$ cat src/rtl/register_file_pkg.sv
// rtl/register_file_pkg.sv - shared levels, zero word and clear-sequencer state encoding
package register_file_pkg;

  localparam logic READ_ENABLE   = 1'b1;
  localparam logic WRITE_ENABLE  = 1'b1;
  localparam logic RESET_ENABLE  = 1'b1;
  localparam logic RESET_DISABLE = 1'b0;

  // Cast to the user's DATA_WIDTH at the point of use; zero-extension keeps any width valid.
  localparam logic [63:0] ZERO_WORD = 64'h0;

  localparam logic [0:0] STATE_CLEAR = 1'b0;
  localparam logic [0:0] STATE_READY = 1'b1;

endpackage

$ cat src/rtl/register_file_clear_fsm.sv
// rtl/register_file_clear_fsm.sv - CLEAR/READY sequencer that walks entries 1..DEPTH-1 to zero
module register_file_clear_fsm
  import register_file_pkg::*;
#(
  parameter int ADDR_WIDTH = 5
) (
  input  logic                  clock,
  input  logic                  reset,
  input  logic                  clear,
  output logic                  ready,
  output logic                  clear_active,
  output logic [ADDR_WIDTH-1:0] clear_address
);

  localparam logic [ADDR_WIDTH-1:0] FIRST_ENTRY = ADDR_WIDTH'(1);
  localparam logic [ADDR_WIDTH-1:0] LAST_ENTRY  = {ADDR_WIDTH{1'b1}};

  logic [0:0]            state;
  logic [ADDR_WIDTH-1:0] pointer;

  // Reset or clear restarts the walk at entry 1; otherwise step the pointer until the last entry is done.
  always_ff @(posedge clock) begin
    if (reset == RESET_ENABLE || clear) begin
      state   <= STATE_CLEAR;
      pointer <= FIRST_ENTRY;
      ready   <= 1'b0;
    end else if (state == STATE_CLEAR) begin
      pointer <= pointer + ADDR_WIDTH'(1);
      if (pointer == LAST_ENTRY) begin
        state <= STATE_READY;
        ready <= 1'b1;
      end
    end
  end

  assign clear_active  = (state == STATE_CLEAR);
  assign clear_address = pointer;

endmodule

$ cat src/rtl/register_file.sv
// rtl/register_file.sv - multi-port register file, r0 hardwired to zero; REGISTER_FILE_BYPASS_EN adds write-to-read bypass
module register_file
  import register_file_pkg::*;
#(
  parameter int DATA_WIDTH  = 32,
  parameter int ADDR_WIDTH  = 5,
  parameter int READ_PORTS  = 2,
  parameter int WRITE_PORTS = 1
) (
  input  logic                              clock,
  input  logic                              reset,
  input  logic                              clear,
  output logic                              ready,
  input  logic [READ_PORTS-1:0]             read_enable,
  input  logic [READ_PORTS*ADDR_WIDTH-1:0]  read_address,
  output logic [READ_PORTS*DATA_WIDTH-1:0]  read_data,
  input  logic [WRITE_PORTS-1:0]            write_enable,
  input  logic [WRITE_PORTS*ADDR_WIDTH-1:0] write_address,
  input  logic [WRITE_PORTS*DATA_WIDTH-1:0] write_data
);

  localparam int DEPTH = 2 ** ADDR_WIDTH;
  localparam logic [DATA_WIDTH-1:0] ZERO = DATA_WIDTH'(ZERO_WORD);

  logic [DATA_WIDTH-1:0] storage [DEPTH];

  logic                  clear_active;
  logic [ADDR_WIDTH-1:0] clear_address;
  logic                  clear_write;
  logic                  accept;

  logic [WRITE_PORTS-1:0] write_valid;
  logic [ADDR_WIDTH-1:0]  port_address [WRITE_PORTS];
  logic [DATA_WIDTH-1:0]  port_data    [WRITE_PORTS];

  register_file_clear_fsm #(
    .ADDR_WIDTH (ADDR_WIDTH)
  ) u_clear_fsm (
    .clock         (clock),
    .reset         (reset),
    .clear         (clear),
    .ready         (ready),
    .clear_active  (clear_active),
    .clear_address (clear_address)
  );

  // A reset edge or a fresh clear request must leave storage untouched, so both block the sequencer write.
  assign clear_write = clear_active && (reset == RESET_DISABLE) && !clear;
  assign accept      = ready && (reset == RESET_DISABLE) && !clear;

  for (genvar m = 0; m < WRITE_PORTS; m++) begin : g_write
    assign port_address[m] = write_address[m*ADDR_WIDTH +: ADDR_WIDTH];
    assign port_data[m]    = write_data[m*DATA_WIDTH +: DATA_WIDTH];
    assign write_valid[m]  = accept && (write_enable[m] == WRITE_ENABLE) &&
                             (port_address[m] != '0);
  end

  // Storage update; ports are applied in ascending order so the highest-indexed port wins a conflict.
  always_ff @(posedge clock) begin
    if (clear_write) begin
      storage[clear_address] <= ZERO;
    end else begin
      for (int m = 0; m < WRITE_PORTS; m++) begin
        if (write_valid[m]) begin
          storage[port_address[m]] <= port_data[m];
        end
      end
    end
  end

  for (genvar p = 0; p < READ_PORTS; p++) begin : g_read
    logic [ADDR_WIDTH-1:0] address;
    logic [DATA_WIDTH-1:0] word;

    assign address = read_address[p*ADDR_WIDTH +: ADDR_WIDTH];

    // Combinational read: stored value, optional bypass, then zero gating for reset/clear/disabled/r0.
    always_comb begin
      word = storage[address];
`ifdef REGISTER_FILE_BYPASS_EN
      for (int m = 0; m < WRITE_PORTS; m++) begin
        if (write_valid[m] && port_address[m] == address) begin
          word = port_data[m];
        end
      end
`endif
      if (reset == RESET_ENABLE || clear_active ||
          read_enable[p] != READ_ENABLE || address == '0) begin
        word = ZERO;
      end
    end

    assign read_data[p*DATA_WIDTH +: DATA_WIDTH] = word;
  end

endmodule
$ cat config.mk
export PLATFORM = sky130hd
export DESIGN_NAME = register_file
export DESIGN_NICKNAME = d
export VERILOG_FILES = /design/src/rtl/register_file_pkg.sv /design/src/rtl/register_file_clear_fsm.sv /design/src/rtl/register_file.sv
export SDC_FILE = /design/constraint.sdc
export NUM_CORES = 1
export LEC_CHECK = 0
export BUFFER_PORTS_ARGS = -buffer_cell sky130_fd_sc_hd__buf_2
export CORE_ASPECT_RATIO = 2
export CORE_MARGIN = 5
export CORE_UTILIZATION = 30
export DETAILED_ROUTE_END_ITERATION = 8
export SLEW_MARGIN = 20
export SYNTH_ARGS = -nofsm -noshare
export SYNTH_HDL_FRONTEND = slang
export SYNTH_SLANG_ARGS = --single-unit
$ cat constraint.sdc
create_clock -name clock -period 5.5 [get_ports clock]
set_input_delay 0 -clock clock [delete_from_list [all_inputs] [get_ports clock]]
set_output_delay 0 -clock clock [all_outputs]
set_load 0.02 [all_outputs]
==> results.cfg <==
[global_routing]
grt_max_degree = 130
grt_pass1_vias = 29100
gr-usage-all-layers = 0.179
grt_overflow = 0
grt_pass1_wl_um = 217000
antenna_found_initial = 13

[synthesis]
syn_area_um2 = 48200
ys_ff_latch = 1031
synth_warnings = 0
ys_seq_area_frac = 0.641
synth-async-reset-ratio = 0
syn_inst = 2455
synth_ff_type = edfxtp_1
synth_nets = 2510
synth_cell_types = 55
synth-edff-count = 1024
syn_area_per_cell_um2 = 19.6

[worst_setup_path]
r2r_slack_ns = 2.03
ff2ff_path_depth = 6
critPathSlowestCell = buf_4
critPathLaunchType = register
critical_path_arrival_ns = 3.75
crit_top_cell = buf_4
crit_fanout = 29
max_stage_delay_ns = 0.60
critical_path_class = reg -> reg
timing.rr.start = u_clear_fsm.ready
crit_path_end_kind = register
rr_endpoint = storage[18][26]
path_cells = nor4bb_1, o211a_4, buf_4, mux2i_1, nor3_4, buf_4
crit_required_ns = 5.78

[sta]
holdWs_ns = 0.0387
finalHoldViolations = 0
layout_min_cycle_time_ns = 3.47
setup_slack_ns = 2.03
maxSlewHeadroom = 0.263
finalClockSkew_ns = 0.0138
rsz0062_at_grt = false
worst_slew_pin_slew_ns = 1.11
setup_violations = 0
fin_tns_setup_ns = 0
slew_viol_final = 0
period_share = 0.631
max_freq_mhz = 288

[routing]
wl_per_cell_um = 32.9
drtAntennaViolNets = 0
vias = 26900
first_pass_iters = 6
viasPerCell = 5.69
totalWireLength_um = 155000
drt_iter0_markers = 2354
drcViolationCount = 0

[layout]
fillers = 15000
nets = 2608
area_delta_synth_final_pct = 12.8
drive_gt1_frac = 0.328
utilization = 0.340
fin_cells = 4720

[clock_network]
cts.path.max_buffers = 3
numCtsBuffers = 80
cts-root-buf = clkbuf_16
path_clk_slew_ns = 0.07
cts_tree = yes
insertion_delay_ns = 0.66
h-tree-depth = 3
clock-sinks = 1031
post_cts_resized = 0

[floorplan]
num_io_pins = 118
core_um2 = 160000
chipWidth_um = 293
die_y_um = 577
rows = 208
start_util = 0.301
die-area_um2 = 169000

[placed_design]
hpwlAfterDp_um = 99200
gp_congestion = 0.834
placed_cells = 4566
io_buffers = 117
dpl_worst_slack_ns = 2.00

[power]
p_leak_nw = 19.5
ir_worst_vdd_uv = 202
powerDensity_nw_per_um2 = 282

[min_path]
hp-start = write_data[18]
worstHoldPathCells = 2
min_path_type = in -> reg
whs_endpoint = storage[8][18]

[flow_run]
drv_cap = 0

[outcome]
outcome = finished, final reports clean
critical path, delay by kind of cell, from the launching register on:
| family | cells | cell delay, ns |
|---|---|---|
| AOI/OAI and AO/OA | 1 | 0.41 |
| buffers and inverters | 2 | 1.06 |
| muxes | 1 | 0.31 |
| and+or+nand+nor | 2 | 0.91 |
| DFF | 1 | 0.36 |
cells in the mapped netlist (all sizes together), types with 2 or more instances:
| cell type | instances | share of area |
|---|---|---|
| a22oi | 3 | 0.00047 |
| a22o | 63 | 0.011 |
| mux4 | 446 | 0.21 |
| nor2 | 25 | 0.0019 |
| nor2b | 14 | 0.0018 |
| edfxtp | 1024 | 0.64 |
| o22ai | 31 | 0.0040 |
| nor3 | 56 | 0.0062 |
| o21a | 29 | 0.0045 |
| a21oi | 2 | 0.00021 |
| inv | 2 | 0.00016 |
| nor4bb | 3 | 0.00062 |
| nand2 | 9 | 0.00070 |
| o2111ai | 29 | 0.0053 |
| or3b | 2 | 0.00036 |
| nand3b | 30 | 0.0047 |
| mux2 | 8 | 0.0019 |
| o41ai | 2 | 0.00036 |
| buf | 111 | 0.013 |
| and2 | 33 | 0.0043 |
| ha | 2 | 0.00052 |
| nand4 | 2 | 0.00026 |
| nand3 | 34 | 0.0035 |
| mux2i | 263 | 0.055 |
| o21ai | 2 | 0.00021 |
| nand4b | 3 | 0.00055 |
| dfxtp | 7 | 0.0029 |
| a211oi | 33 | 0.0051 |
| o221ai | 32 | 0.0058 |
| o22a | 2 | 0.00036 |
| or2 | 3 | 0.00039 |
| a2111oi | 32 | 0.0058 |
| nand2b | 3 | 0.00039 |
| clkbuf | 101 | 0.0079 |
cell usage in the layout, fill, tap and decap left out, types with 10 or more instances in the layout:
cell type,n
a2111oi_0,30
a211oi_1,33
a22o_1,63
and2_1,18
and2_2,14
buf_12,12
buf_2,109
buf_4,95
bufinv_16,10
clkbuf_1,13
clkbuf_16,82
clkinv_1,12
clkinv_2,18
edfxtp_1,1024
mux2i_1,263
mux4_2,446
nand3_1,34
nand3b_1,30
nor2_1,16
nor2b_1,12
nor3_1,32
nor3_2,20
o2111ai_1,29
o21a_1,29
o221ai_1,32
o22ai_1,31
routing by layer:
layer / global-route usage / routed length, um
met1: 0.187 / 51600
met2: 0.337 / 85100
met3: 0.0245 / 7970
met4: 0.105 / 10600
met5: 0 / 71
cells by family (layout without fill, tap and decap cells):
| logic type | after synthesis | after routing | synth area share |
|---|---|---|---|
| mux | 717 | 717 | 0.265 |
| other cells | 0 | 4 | 0 |
| compound gates | 265 | 265 | 0.0446 |
| fa+ha+maj | 2 | 2 | 0.000519 |
| buf+inv | 214 | 375 | 0.0213 |
| xor+xnor | 2 | 2 | 0.000364 |
| flops | 1031 | 1031 | 0.641 |
| simple gates | 224 | 224 | 0.0269 |
flip-flops by register name, indices dropped and copies added (netlist names):
name / flops
u_clear_fsm.ready: 1
u_clear_fsm.clear_address: 5
u_clear_fsm.state: 1
storage: 1024
stage by stage:
stage               area (um2)  total power [mW]
floorplan                48200              9.18
global placement         51600              9.44
detailed placement       51600              9.44
CTS                      54300              15.4
global route             54300              15.7
finish                   54300              15.3
layout make-up:
cell class | instances | area (um2) | area share
repair buffers | 228 | 1650 | 0.0304
multi-input cells | 1210 | 16500 | 0.304
clock inverters | 50 | 526 | 0.00967
clock buffers | 95 | 2100 | 0.0387
flip-flops and latches | 1031 | 30900 | 0.568
inverters | 2 | 7.51 | 0.000138
well taps | 2100 | 2630 | 0.0484
diodes | 4 | 10.0 | 0.000184
how the worst max path moves through the flow:
stage / from / to / slack, ns / depth (start not counted)
2_1_floorplan: u_clear_fsm.ready / storage[19][0] / 1.15 / 6
3_3_place_gp: u_clear_fsm.ready / storage[11][27] / 2.06 / 6
3_5_place_dp: u_clear_fsm.ready / storage[11][28] / 2.00 / 6
4_1_cts: u_clear_fsm.state / read_data[32] / 1.99 / 6
5_1_grt: u_clear_fsm.ready / storage[18][26] / 1.86 / 6
6_report: u_clear_fsm.ready / storage[18][26] / 2.03 / 6
timing repair:
action / CTS / global route
hold endpoints to repair: 29 / 0
buffers inserted: 0 / 0
hold buffers: 5 / 0
power by group:
part           internal (mW)  leakage, nW  switching [mW]
clock                   3.22         1.29            2.84
combinational          0.268         6.36           0.477
sequential              8.51         11.8         0.00779
(Power assumes the default switching activity.)
